$ cat src/rtl/alu_cmd_sequencer.sv
// Byte-serial command front end for a 32-bit ALU: loads A, B and opcode from an
// 8-bit valid/ready stream and returns one registered response per command.
// Optional partial-command idle timeout is enabled by defining ALU_CMD_TIMEOUT_EN.
module alu_cmd_sequencer #(
`ifdef ALU_CMD_TIMEOUT_EN
  parameter int unsigned TIMEOUT_CYC = 1024,
`endif
  parameter int unsigned CNT_W = 8
) (
  input  logic             clk,
  input  logic             rst,
  input  logic             in_valid,
  output logic             in_ready,
  input  logic [7:0]       in_data,
  output logic [31:0]      alu_a,
  output logic [31:0]      alu_b,
  output logic [3:0]       alu_opcode,
  input  logic [31:0]      alu_result,
  input  logic [4:0]       alu_flags,
  output logic             out_valid,
  input  logic             out_ready,
  output logic [31:0]      out_result,
  output logic [4:0]       out_flags,
  output logic [CNT_W-1:0] cmd_count,
  output logic             abort
);

  localparam logic [2:0] LOAD_A  = 3'd0;
  localparam logic [2:0] LOAD_B  = 3'd1;
  localparam logic [2:0] LOAD_OP = 3'd2;
  localparam logic [2:0] EXEC    = 3'd3;
  localparam logic [2:0] RESP    = 3'd4;

  logic [2:0]       state_q, state_d;
  logic [1:0]       bcnt_q, bcnt_d;
  logic [31:0]      a_q, a_d, b_q, b_d;
  logic [3:0]       op_q, op_d;
  logic             rsv_q, rsv_d;
  logic [31:0]      res_q, res_d;
  logic [4:0]       flags_q, flags_d;
  logic [CNT_W-1:0] cnt_q, cnt_d;
  logic             loading, accept, timeout;

  assign loading  = (state_q == LOAD_A) || (state_q == LOAD_B) || (state_q == LOAD_OP);
  // Gated by rst so no byte is ever offered a ready while reset is held.
  assign in_ready = loading & ~rst;
  assign accept   = in_valid & in_ready;

  always_comb begin
    state_d = state_q;
    bcnt_d  = bcnt_q;
    a_d     = a_q;
    b_d     = b_q;
    op_d    = op_q;
    rsv_d   = rsv_q;
    res_d   = res_q;
    flags_d = flags_q;
    cnt_d   = cnt_q;
    case (state_q)
      LOAD_A: if (accept) begin
        a_d[{bcnt_q, 3'b000} +: 8] = in_data;
        bcnt_d = bcnt_q + 2'd1;
        if (bcnt_q == 2'd3) state_d = LOAD_B;
      end
      LOAD_B: if (accept) begin
        b_d[{bcnt_q, 3'b000} +: 8] = in_data;
        bcnt_d = bcnt_q + 2'd1;
        if (bcnt_q == 2'd3) state_d = LOAD_OP;
      end
      LOAD_OP: if (accept) begin
        op_d    = in_data[3:0];
        rsv_d   = |in_data[7:4];
        state_d = EXEC;
      end
      EXEC: begin
        res_d   = alu_result;
        flags_d = {alu_flags[4] | rsv_q, alu_flags[3:0]};
        state_d = RESP;
      end
      RESP: if (out_ready) begin
        cnt_d   = cnt_q + CNT_W'(1);
        state_d = LOAD_A;
      end
      default: state_d = LOAD_A;
    endcase
    if (timeout) begin
      state_d = LOAD_A;
      bcnt_d  = '0;
    end
  end

  always_ff @(posedge clk or posedge rst) begin
    if (rst) begin
      state_q <= LOAD_A;
      bcnt_q  <= '0;
      a_q     <= '0;
      b_q     <= '0;
      op_q    <= '0;
      rsv_q   <= 1'b0;
      res_q   <= '0;
      flags_q <= '0;
      cnt_q   <= '0;
    end else begin
      state_q <= state_d;
      bcnt_q  <= bcnt_d;
      a_q     <= a_d;
      b_q     <= b_d;
      op_q    <= op_d;
      rsv_q   <= rsv_d;
      res_q   <= res_d;
      flags_q <= flags_d;
      cnt_q   <= cnt_d;
    end
  end

`ifdef ALU_CMD_TIMEOUT_EN
  localparam int unsigned IDLE_W = $clog2(TIMEOUT_CYC + 1);

  logic [IDLE_W-1:0] idle_q, idle_d;
  logic              started, abort_q;

  // A command is "started" once any byte has been taken; before that, waiting is not idling.
  assign started = loading && !((state_q == LOAD_A) && (bcnt_q == 2'd0));

  always_comb begin
    idle_d  = '0;
    timeout = 1'b0;
    if (started && !accept) begin
      if (idle_q == IDLE_W'(TIMEOUT_CYC - 1)) timeout = 1'b1;
      else                                    idle_d  = idle_q + IDLE_W'(1);
    end
  end

  always_ff @(posedge clk or posedge rst) begin
    if (rst) begin
      idle_q  <= '0;
      abort_q <= 1'b0;
    end else begin
      idle_q  <= idle_d;
      abort_q <= timeout;
    end
  end

  assign abort = abort_q;
`else
  assign timeout = 1'b0;
  assign abort   = 1'b0;
`endif

  assign alu_a      = a_q;
  assign alu_b      = b_q;
  assign alu_opcode = op_q;
  assign out_valid  = (state_q == RESP);
  assign out_result = res_q;
  assign out_flags  = flags_q;
  assign cmd_count  = cnt_q;

endmodule

$ cat config.mk
export PLATFORM = sky130hd
export DESIGN_NAME = alu_cmd_sequencer
export DESIGN_NICKNAME = d
export VERILOG_FILES = /design/src/rtl/alu_cmd_sequencer.sv
export SDC_FILE = /design/constraint.sdc
export NUM_CORES = 1
export LEC_CHECK = 0
export ABC_AREA = 1
export BUFFER_PORTS_ARGS = -buffer_cell sky130_fd_sc_hd__clkbuf_2
export CORE_MARGIN = 2
export CORE_UTILIZATION = 53
export CTS_BUF_LIST = sky130_fd_sc_hd__clkbuf_2 sky130_fd_sc_hd__clkbuf_4 sky130_fd_sc_hd__clkbuf_8
export DETAILED_ROUTE_END_ITERATION = 16
export GPL_TIMING_DRIVEN = 0
export HOLD_SLACK_MARGIN = 0.08
export PLACE_DENSITY = 0.91
export SETUP_SLACK_MARGIN = 0.4
export SLEW_MARGIN = 30
export SYNTH_ARGS = -nofsm -noshare
export SYNTH_HDL_FRONTEND = slang
export SYNTH_SLANG_ARGS = --single-unit
$ cat constraint.sdc
create_clock -name clk -period 2.95 [get_ports clk]
set_clock_uncertainty 0.2 [all_clocks]
set_input_delay 0.295 -clock clk [delete_from_list [all_inputs] [get_ports clk]]
set_output_delay 0.295 -clock clk [all_outputs]
set_load 0.05 [all_outputs]
==> flow_metrics.tcl <==
set metrics [dict create \
    yosysWarnings 0 \
    crit_path_cell_trace "dlygate4sd3_1 > clkbuf_2 > inv_8 > buf_16 > nand4_4 > clkinv_4 > nand2_4 > nand2_1 > nand2_1" \
    clockRootBuffer "clkbuf_8" \
    avgSynthCellArea_um2 8.45 \
    nets 896 \
    tns_ns 0 \
    status "completed" \
    min_path_cells 4 \
    finalCriticalPeriod_ns 2.30 \
    std_cell_rows 36 \
    wirelength_um 14500 \
    cpMostUsedCell "nand2_1" \
    ir_worst_vdd_uv 642 \
    num_io_pins 165 \
    start_util 0.539 \
    syn_to_final_growth_pct 35.6 \
    ys.flop_type "dfrtp_1" \
    viasPerCell 4.95 \
    core_area_mm2 0.00964 \
    cts_tree "done" \
    cp-end-kind "flip-flop" \
    grt_overflow 0 \
    finalHoldViolations 0 \
    netlist_area_mm2 0.00519 \
    hold-worst-slack_ns 0.119 \
    crit_arrival_ns 2.41 \
    yosysMostFrequentCell "nand2_1" \
    design.die.area_mm2 0.0106 \
    cap_violations 0 \
    dr.first_iter.drc_count 259 \
    period_share 0.779 \
    min_to "state_q[1]" \
    htree_levels 4 \
    path_buf_inv 5 \
    cts.path.max_buffers 2 \
    synth_seq_cells 119 \
    drt_pass1_iterations 5 \
    die_x_um 103 \
    critical_path.max_fanout 75 \
    synth.distinct_cells 25 \
    netlist.area_leader.share 0.574 \
    power.density_mw_per_mm2 1180 \
    hpwl_um 9100 \
    wl_per_cell_um 14.7 \
    cp_top_family "buffers and inverters" \
    setup_violations 0 \
    r2r-end "alu_b[18]" \
    track_usage 0.277 \
    ctsHoldBuffers 44 \
    critical_path_class "input pin to flip-flop" \
    gp_congestion 0.850 \
    ys_async_sr_fraction 1.00 \
    start_kind "input pin" \
    max_freq_ghz 0.435 \
    max_stage_delay_ns 0.55 \
    cp_slowest_cell "dlygate4sd3_1" \
    synth_top_area_cell "dfrtp_1" \
    p_leak_nw 4.10 \
    p_total_mw 8.30 \
    reg2regPathDepth 7 \
    crit-reg2reg-launch "bcnt_q[0]" \
    multi_input_area_mm2 0.00196 \
    ys_top_cells_by_area "dfrtp_1 (57%), nand2_1 (25%), inv_1 (2.6%), nor2_1 (2.1%), nand2_4 (1.7%)" \
    grt_max_degree 76 \
    syn_nets 669 \
    synthCells 614 \
    detail-route-antenna-nets 0 \
    yosysSeqAreaShare 0.574 \
    diodes 0 \
    fill_cells 667 \
    post_cts_resized 0 \
    grt_pass1_vias 4808 \
    io_buffers 163 \
    clock-sinks 119 \
    cp.required_ns 3.06 \
    cts_setup_buffers 0 \
    hold_class "input pin to flip-flop" \
    grt_pass1_wl_um 22500 \
    clkTransAtPathRegs_ns 0.08 \
    num_vias 4882 \
    drive_above_1_share 0.266 \
    worstHoldStart "in_valid" \
    synth_common_cells "nand2_1 (346), dfrtp_1 (119), inv_1 (36), nor2_1 (29), nor3_1 (16)" \
    regArea_mm2 0.00298 \
    clock_latency_ns 0.42 \
    rsz0062_at_grt "no" \
    die_y_um 103 \
    drv_slew 0 \
    antenna_found_initial 0 \
    numCtsBuffers 17 \
    r2r_slack_ns 0.76 \
    synth_edf_count 0 \
    drc 0 \
]
power by group:
part           switching, mW  internal, mW  total [mW]
logic                   3.32         0.871        4.19
clock network          0.691         0.764        1.46
registers              0.424          2.23        2.66
metal layers:
metal,vias to the layer above,GRT usage,wire length [um]
met3,47,0.0759,1180
met5,-,0,0
li1,2327,-,-
met1,2277,0.332,5770
met4,0,0.130,424
met2,231,0.467,7090
placed cells by master (no fill, tap or decap):
master and instances:
nand2_1 346, clkbuf_2 163, dfrtp_1 119, dlygate4sd3_1 44, inv_1 36, nor2_1 29, clkbuf_8 17, nor3_1 16
nand3_1 9, o21ai_0 8, nand2_4 8, nor2_4 7, buf_4 6, ha_1 6, xor2_1 5, clkinvlp_4 4
buf_6 3, clkinv_4 3, clkinv_2 3, inv_6 3, o211ai_1 2, nand4_1 2, clkbuf_1 2, inv_8 2
nand4_4 2, bufinv_16 2, nand3_2 1, nand4_2 1, clkinv_1 1, nand3b_1 1, conb_1 1, clkbuf_4 1
buf_16 1
sequential cells by signal (all words and copies together) (netlist names):
signal,flops
out_result,32
alu_opcode,4
cmd_count,8
out_flags,5
rsv_q,1
alu_a,32
state_q,3
alu_b,32
bcnt_q,2
metrics by stage:
stage	setup WS (ns)	util	instance area, um^2	instances
detailed placement	0.742	0.644	6210	911
global placement	0.139	0.641	6180	910
CTS	0.621	0.730	7040	987
floorplan	0.737	-	5190	614
global route	0.440	0.730	7040	987
finish	0.651	0.730	7040	987
cells by family after synthesis:
group                    count (synthesis)  share of synthesized area
other                                    1                   0.000722
XOR/XNOR                                 5                    0.00844
buffers and inverters                   51                     0.0480
AO/OA/AOI/OAI                           10                     0.0106
AND/OR/NAND/NOR                        422                      0.344
adder cells (fa/ha/maj)                  6                     0.0145
flip-flops                             119                      0.574
worst max-delay path by stage:
stage | start | endpoint | slack [ns] | cells past startpoint
finish | rst | alu_b[26] | 0.65 | 9
global route | rst | alu_a[12] | 0.44 | 9
CTS | rst | alu_a[12] | 0.62 | 9
detailed placement | rst | alu_a[13] | 0.74 | 8
global placement | rst | alu_a[3] | 0.14 | 7
floorplan | rst | alu_a[0] | 0.74 | 6
layout make-up:
type                       count  area share
inverter                      40      0.0242
sequential                   119       0.423
tap                          133      0.0236
clock inverter                14      0.0212
clock buffer                  18      0.0343
timing repair buffer         208       0.182
multi-input combinational    444       0.279
buffer                        11      0.0123
worst register-to-register path: stages, from the launching register on:
cell	delay [ns]
dfrtp_1	0.47
inv_1	0.14
ha_1	0.32
clkinv_1	0.23
clkbuf_1	0.29
nor3_1	0.30
nand2_1	0.12
nand2_1	0.07
(Power assumes the default switching activity.)
